<file path="config.mk">
export PLATFORM = sky130hd
export DESIGN_NAME = image_memory_streamer
export DESIGN_NICKNAME = d
export VERILOG_FILES = /design/src/rtl/image_memory_streamer.sv
export SDC_FILE = /design/constraint.sdc
export NUM_CORES = 1
export LEC_CHECK = 0
export CAP_MARGIN = 5
export CORE_MARGIN = 2
export CORE_UTILIZATION = 40
export CTS_CLUSTER_DIAMETER = 100
export CTS_CLUSTER_SIZE = 10
export DETAILED_ROUTE_END_ITERATION = 16
export HOLD_SLACK_MARGIN = 0.05
export PLACE_DENSITY_LB_ADDON = 0.08
export REMOVE_ABC_BUFFERS = 1
export SYNTH_ARGS = -nofsm -noshare
export SYNTH_HDL_FRONTEND = slang
export SYNTH_SLANG_ARGS = --single-unit
</file>
<file path="constraint.sdc">
create_clock -name clk -period 4 [get_ports clk]
set_clock_uncertainty 0.1 [all_clocks]
set_input_delay 0.4 -clock clk [delete_from_list [all_inputs] [get_ports clk]]
set_output_delay 0.4 -clock clk [all_outputs]
set_load 0.005 [all_outputs]
</file>
<file path="src/rtl/image_memory_streamer.sv">
// image_memory_streamer: issues a run of sequential 1-cycle-latency reads and streams
// the pixels out through a 2-entry FIFO. Optional range check: IMG_STREAM_BOUND_CHECK_EN.
module image_memory_streamer #(
  parameter int ADDR_W   = 18,
  parameter int DATA_W   = 8,
  parameter int IMG_SIZE = 160000,
  parameter int LEN_W    = 18
) (
  input  logic              clk,
  input  logic              rst_n,
  input  logic              start,
  input  logic [ADDR_W-1:0] base_addr,
  input  logic [LEN_W-1:0]  length,
  output logic [ADDR_W-1:0] mem_a,
  output logic              mem_re,
  output logic              mem_we,
  output logic [DATA_W-1:0] mem_wd,
  input  logic [DATA_W-1:0] mem_rd,
  output logic [DATA_W-1:0] pix_data,
  output logic              pix_valid,
  input  logic              pix_ready,
  output logic              pix_last,
  output logic              busy,
  output logic              done,
  output logic              err
);

  typedef enum logic [1:0] {
    S_IDLE,
    S_RUN,
    S_DRAIN,
    S_DONE
  } state_t;

  localparam logic [ADDR_W-1:0] LAST_ADDR = ADDR_W'(IMG_SIZE - 1);

  state_t            state_q, state_d;
  logic [ADDR_W-1:0] addr_q, addr_d;
  logic [LEN_W-1:0]  rem_q, rem_d;
  logic              err_q, err_d;
  logic              rd_pend_q;
  logic              rd_last_q;
  logic              rd_ptr_q;
  logic              wr_ptr_q;
  logic [1:0]        count_q;

  logic              issue;
  logic              push;
  logic              pop;
  logic              range_bad;
  logic [2:0]        occupancy;
  logic [ADDR_W-1:0] addr_inc;
  logic [DATA_W-1:0] head_data;
  logic              head_last;

  assign push = rd_pend_q;
  assign pop  = (count_q != 2'd0) && pix_ready;

  // Slots already spoken for once this cycle's pop leaves: FIFO entries plus the
  // read whose data lands this cycle. A new read may only claim a free slot.
  assign occupancy = {1'b0, count_q} + {2'b00, rd_pend_q} - {2'b00, pop};
  assign issue     = (state_q == S_RUN) && (rem_q != '0) && (occupancy < 3'd2);

`ifdef IMG_STREAM_BOUND_CHECK_EN
  localparam int SUM_W = ((ADDR_W > LEN_W) ? ADDR_W : LEN_W) + 1;
  logic [SUM_W-1:0] base_ext;
  logic [SUM_W-1:0] end_ext;

  assign base_ext  = SUM_W'(base_addr);
  assign end_ext   = base_ext + SUM_W'(length);
  assign range_bad = (base_ext >= SUM_W'(IMG_SIZE)) || (end_ext > SUM_W'(IMG_SIZE));
  assign addr_inc  = addr_q + 1'b1;
`else
  assign range_bad = 1'b0;
  assign addr_inc  = (addr_q == LAST_ADDR) ? '0 : addr_q + 1'b1;
`endif

  always_comb begin
    state_d = state_q;
    addr_d  = addr_q;
    rem_d   = rem_q;
    err_d   = err_q;
    case (state_q)
      S_IDLE: begin
        if (start) begin
          if (range_bad) begin
            err_d   = 1'b1;
            state_d = S_DONE;
          end else if (length == '0) begin
            state_d = S_DONE;
          end else begin
            addr_d  = base_addr;
            rem_d   = length;
            state_d = S_RUN;
          end
        end
      end
      S_RUN: begin
        if (issue) begin
          addr_d = addr_inc;
          rem_d  = rem_q - 1'b1;
          if (rem_q == LEN_W'(1)) state_d = S_DRAIN;
        end else if (rem_q == '0) begin
          state_d = S_DRAIN;
        end
      end
      S_DRAIN: begin
        // Finish as soon as the final pixel is being accepted this cycle.
        if (!rd_pend_q && ((count_q == 2'd0) || ((count_q == 2'd1) && pop))) begin
          state_d = S_DONE;
        end
      end
      S_DONE: state_d = S_IDLE;
      default: state_d = S_IDLE;
    endcase
  end

  always_ff @(posedge clk or negedge rst_n) begin
    if (!rst_n) begin
      state_q   <= S_IDLE;
      addr_q    <= '0;
      rem_q     <= '0;
      err_q     <= 1'b0;
      rd_pend_q <= 1'b0;
      rd_last_q <= 1'b0;
    end else begin
      state_q   <= state_d;
      addr_q    <= addr_d;
      rem_q     <= rem_d;
      err_q     <= err_d;
      rd_pend_q <= issue;
      rd_last_q <= issue && (rem_q == LEN_W'(1));
    end
  end

  always_ff @(posedge clk or negedge rst_n) begin
    if (!rst_n) begin
      rd_ptr_q <= 1'b0;
      wr_ptr_q <= 1'b0;
      count_q  <= 2'd0;
    end else begin
      if (push) wr_ptr_q <= ~wr_ptr_q;
      if (pop)  rd_ptr_q <= ~rd_ptr_q;
      count_q <= count_q + {1'b0, push} - {1'b0, pop};
    end
  end

  // Each FIFO slot carries the pixel plus a tag marking the final pixel of the run.
  generate
    for (genvar gi = 0; gi < 2; gi++) begin : g_entry
      logic [DATA_W-1:0] data_q;
      logic              last_q;
      always_ff @(posedge clk or negedge rst_n) begin
        if (!rst_n) begin
          data_q <= '0;
          last_q <= 1'b0;
        end else if (push && (wr_ptr_q == 1'(gi))) begin
          data_q <= mem_rd;
          last_q <= rd_last_q;
        end
      end
    end
  endgenerate

  assign head_data = rd_ptr_q ? g_entry[1].data_q : g_entry[0].data_q;
  assign head_last = rd_ptr_q ? g_entry[1].last_q : g_entry[0].last_q;

  assign mem_a     = addr_q;
  assign mem_re    = issue;
  assign mem_we    = 1'b0;
  assign mem_wd    = '0;
  assign pix_valid = (count_q != 2'd0);
  assign pix_data  = head_data;
  assign pix_last  = pix_valid && head_last;
  assign busy      = (state_q == S_RUN) || (state_q == S_DRAIN);
  assign done      = (state_q == S_DONE);
  assign err       = err_q;

endmodule

</file>
==> results.md <==
* Post-synth EDFFs at 0
* Fin. Hold Viols at 0
* Row count at 35
* Leak at 2.014 nW
* Worst skew pair latency at about 0.34 ns
* CTS tree: done
* Worst reg2reg path startpoint: count_q[1]
* Vias per inst at 5.500
* Gates resized, CTS repair at 0
* PwrDens at 834.9 nW/um2
* Total CTS buffers at 9
* Asr flop ratio synth at 100.0%
* Arrival @ worst endpoint at between 3 and 4 ns
* Detailed-placement wirelength estimate at 6953 um
* HP Start: push
* RSZ-0062 raised after global routing: false
* Grt total ovfl at 0
* H-tree depth at 3
* Max VDD drop at 288.3 uV
* Pre-antenna DRT Iters at 4
* Wirelength, routed at 9749 um
* GRT Util Overall at 19.57%
* Status: finished, final reports clean
* Largest net degree at the start of global routing at 49
* Worst reg2reg path depth at 14
* Hold endpoint: wr_ptr_q
* Clk buf depth at 2
* Die Area at 10280 um2
* Top_reg_cell synth: dfrtp_1
* Synthesized instance count at 410
* Final Cycle Share at 92.39%
* Clock sinks at 62
* Routed Antenna Nets at 0
* DR WL/cell at 15.67 um
* Area Overhead vs Synth at 30.04%
* Final Instance Count excl. Fillers at around 620
* Core region area at 9240 um2
* Post-CTS setup repair buffer count at 0
* Commonest non-fill, non-tap cell in the layout: clkdlybuf4s50_1
* Max Cap Viol at 0
* Vias in the first global route at 3262
* Worst Path Max Fanout at 15
* Synth Register Bits at 62
* Die Span X at between 100 and 150 um
* DRC at 0
* Final setup vio count at 0
* Worst R2R End: rem_q[9]
* Syn Area/Cell at 9.256 um2
* DR vias at between 3000 and 4000
* Setup WS pre-CTS at 0.08295 ns
* CP Class: register to register
* Worst Max-Slew Pin Slew at between 0.8 and 0.9 ns
* Setup ws final at 0.3044 ns
* Clock root cell: clkbuf_8
* Post-layout net count at 548
* Nature of the critical path endpoint: register
* I/O pin cnt at 89
* Worst Hold Class: register to register
* Initial Utilization at 41.07%
* Port bufs at a little under 80
* Slew Viols, Final at 0
* Post-Place Cells at 605
* Worst Path Required at 4.17 ns
* Min Tclk post-route at about 3.7 ns
* Diodes inserted at 0
* First-pass GRT wire length at about 16000 um
* Achievable Freq at around 0.27 GHz
* CP Launch Type: register
* Post-synthesis cell type count at 48
* Reg2Reg Setup Slack at about 0.3 ns
* Clk pin slew, worst setup/hold paths at 0.07 ns
* Die Y-Extent at 101.4 um
* Worst Hold Path Cells at 1
* Slew margin rel. at 44.79%
* Most frequent cells in the layout: 77 x clkdlybuf4s50_1, 62 x dfrtp_1, 36 x nand2_1, 36 x nand3_1, 26 x mux2_2
* Sequential area share after synthesis at 40.88%
* Ys Warns at 0
* Post-Synthesis Cell Area at 3795 um2
* Post-CTS Hold Fix Bufs at 1
* DRT iter0 DRCs at 155
* Initial antenna violation count at 0
* Final Power at 4.120 mW
* GP Congestion at 0.8186
* Share of layout cells above drive strength 1 at 12.78%
==> power by group <==
group | switching (mW) | internal, mW | total, mW | leakage, nW
logic | 1.13 | 1.13 | 2.26 | 1.17
clock network | 0.264 | 0.308 | 0.571 | 0.0987
registers | 0.344 | 0.948 | 1.29 | 0.745
==> through the flow <==
step	cell area, um2	utilization [%]	hold slack [ns]	setup TNS [ns]
after CTS	4935	53.41	0.3877	0
after global routing	4935	53.41	0.4219	0
final	4935	53.41	0.3836	0
after detailed placement	4716	51.04	0.3746	0
after global placement	4716	51.04	0.3725	0
after floorplan	3666	-	0.004409	-36.02
==> Yosys cell counts, types with 5 or more instances <==
cell | instances | share of area, %
and3_1 | 6 | 0.99
mux2i_1 | 11 | 2.9
ha_1 | 11 | 3.6
or4_1 | 5 | 0.99
o21ai_0 | 19 | 2.5
mux2_2 | 26 | 7.7
or3_1 | 7 | 1.2
nor3_1 | 15 | 2.0
o211ai_1 | 6 | 1.2
buf_4 | 10 | 2.0
a31oi_1 | 12 | 2.0
dfrtp_1 | 62 | 41
nand3_1 | 36 | 4.7
nand2_1 | 36 | 3.6
clkbuf_1 | 16 | 1.6
a21oi_1 | 21 | 2.8
inv_1 | 16 | 1.6
nand4b_1 | 6 | 1.4
nor4_1 | 11 | 1.8
nor2_1 | 15 | 1.5
==> layout make-up <==
class	count	area, um2
well taps	129	161.4
inverters	16	60.06
clock buffers	10	137.6
flip-flops and latches	62	1551
multi-input cells	309	2072
repair buffers	90	880.8
fillers	868	4305
clock inverters	6	71.32
==> routing by layer <==
metal	wire length (um)	global-route usage [%]	vias to the layer above	share of wire [%]
li1	-	-	1663	-
met1	4481	26.73	1652	46
met2	4589	31.23	92	47
met3	538	3.865	14	5.5
met4	139	6.549	0	1.4
met5	0	0	-	0
==> registers in the layout, indices dropped and copies added (netlist names) <==
register / flops
wr_ptr_q: 1
count_q: 2
rd_last_q: 1
push: 1
rd_ptr_q: 1
state_q: 2
rem_q: 18
mem_a: 18
g_entry.data_q: 16
g_entry.last_q: 2
==> critical path, cell delays in order (launching register included) <==
cell and delay (ns):
dfrtp_1 0.39, inv_1 0.14, nand2_1 0.08, and2_1 0.18, ha_1 0.27, inv_1 0.04, ha_1 0.18, fa_1 0.37
xor2_1 0.21, a21oi_1 0.09, or2_2 0.31, a221o_1 0.48, buf_4 0.25, or4_1 0.46, nand3_1 0.08
==> logic make-up after synthesis <==
kind of cell	count (synthesis)	share of synthesized area (%)
AO/OA/AOI/OAI	80	13.45
XOR/XNOR	3	0.6925
adder cells (fa/ha/maj)	12	4.154
buffers and inverters	48	5.869
flip-flops	62	40.88
multiplexers	37	10.62
other	1	0.09882
AND/OR/NAND/NOR	167	24.23
==> worst max path at each step <==
stage	startpoint	slack (ns)	cells after the start	end
final	count_q[1]	0.30	14	rem_q[9]
after global routing	count_q[1]	0.09	14	rem_q[9]
after CTS	count_q[1]	0.28	14	rem_q[9]
after detailed placement	pix_ready	0.08	13	rem_q[9]
after global placement	pix_ready	0.13	13	rem_q[9]
after floorplan	count_q[1]	-1.55	13	mem_a[3]
No activity file was read; power rests on OpenSTA's default activity.
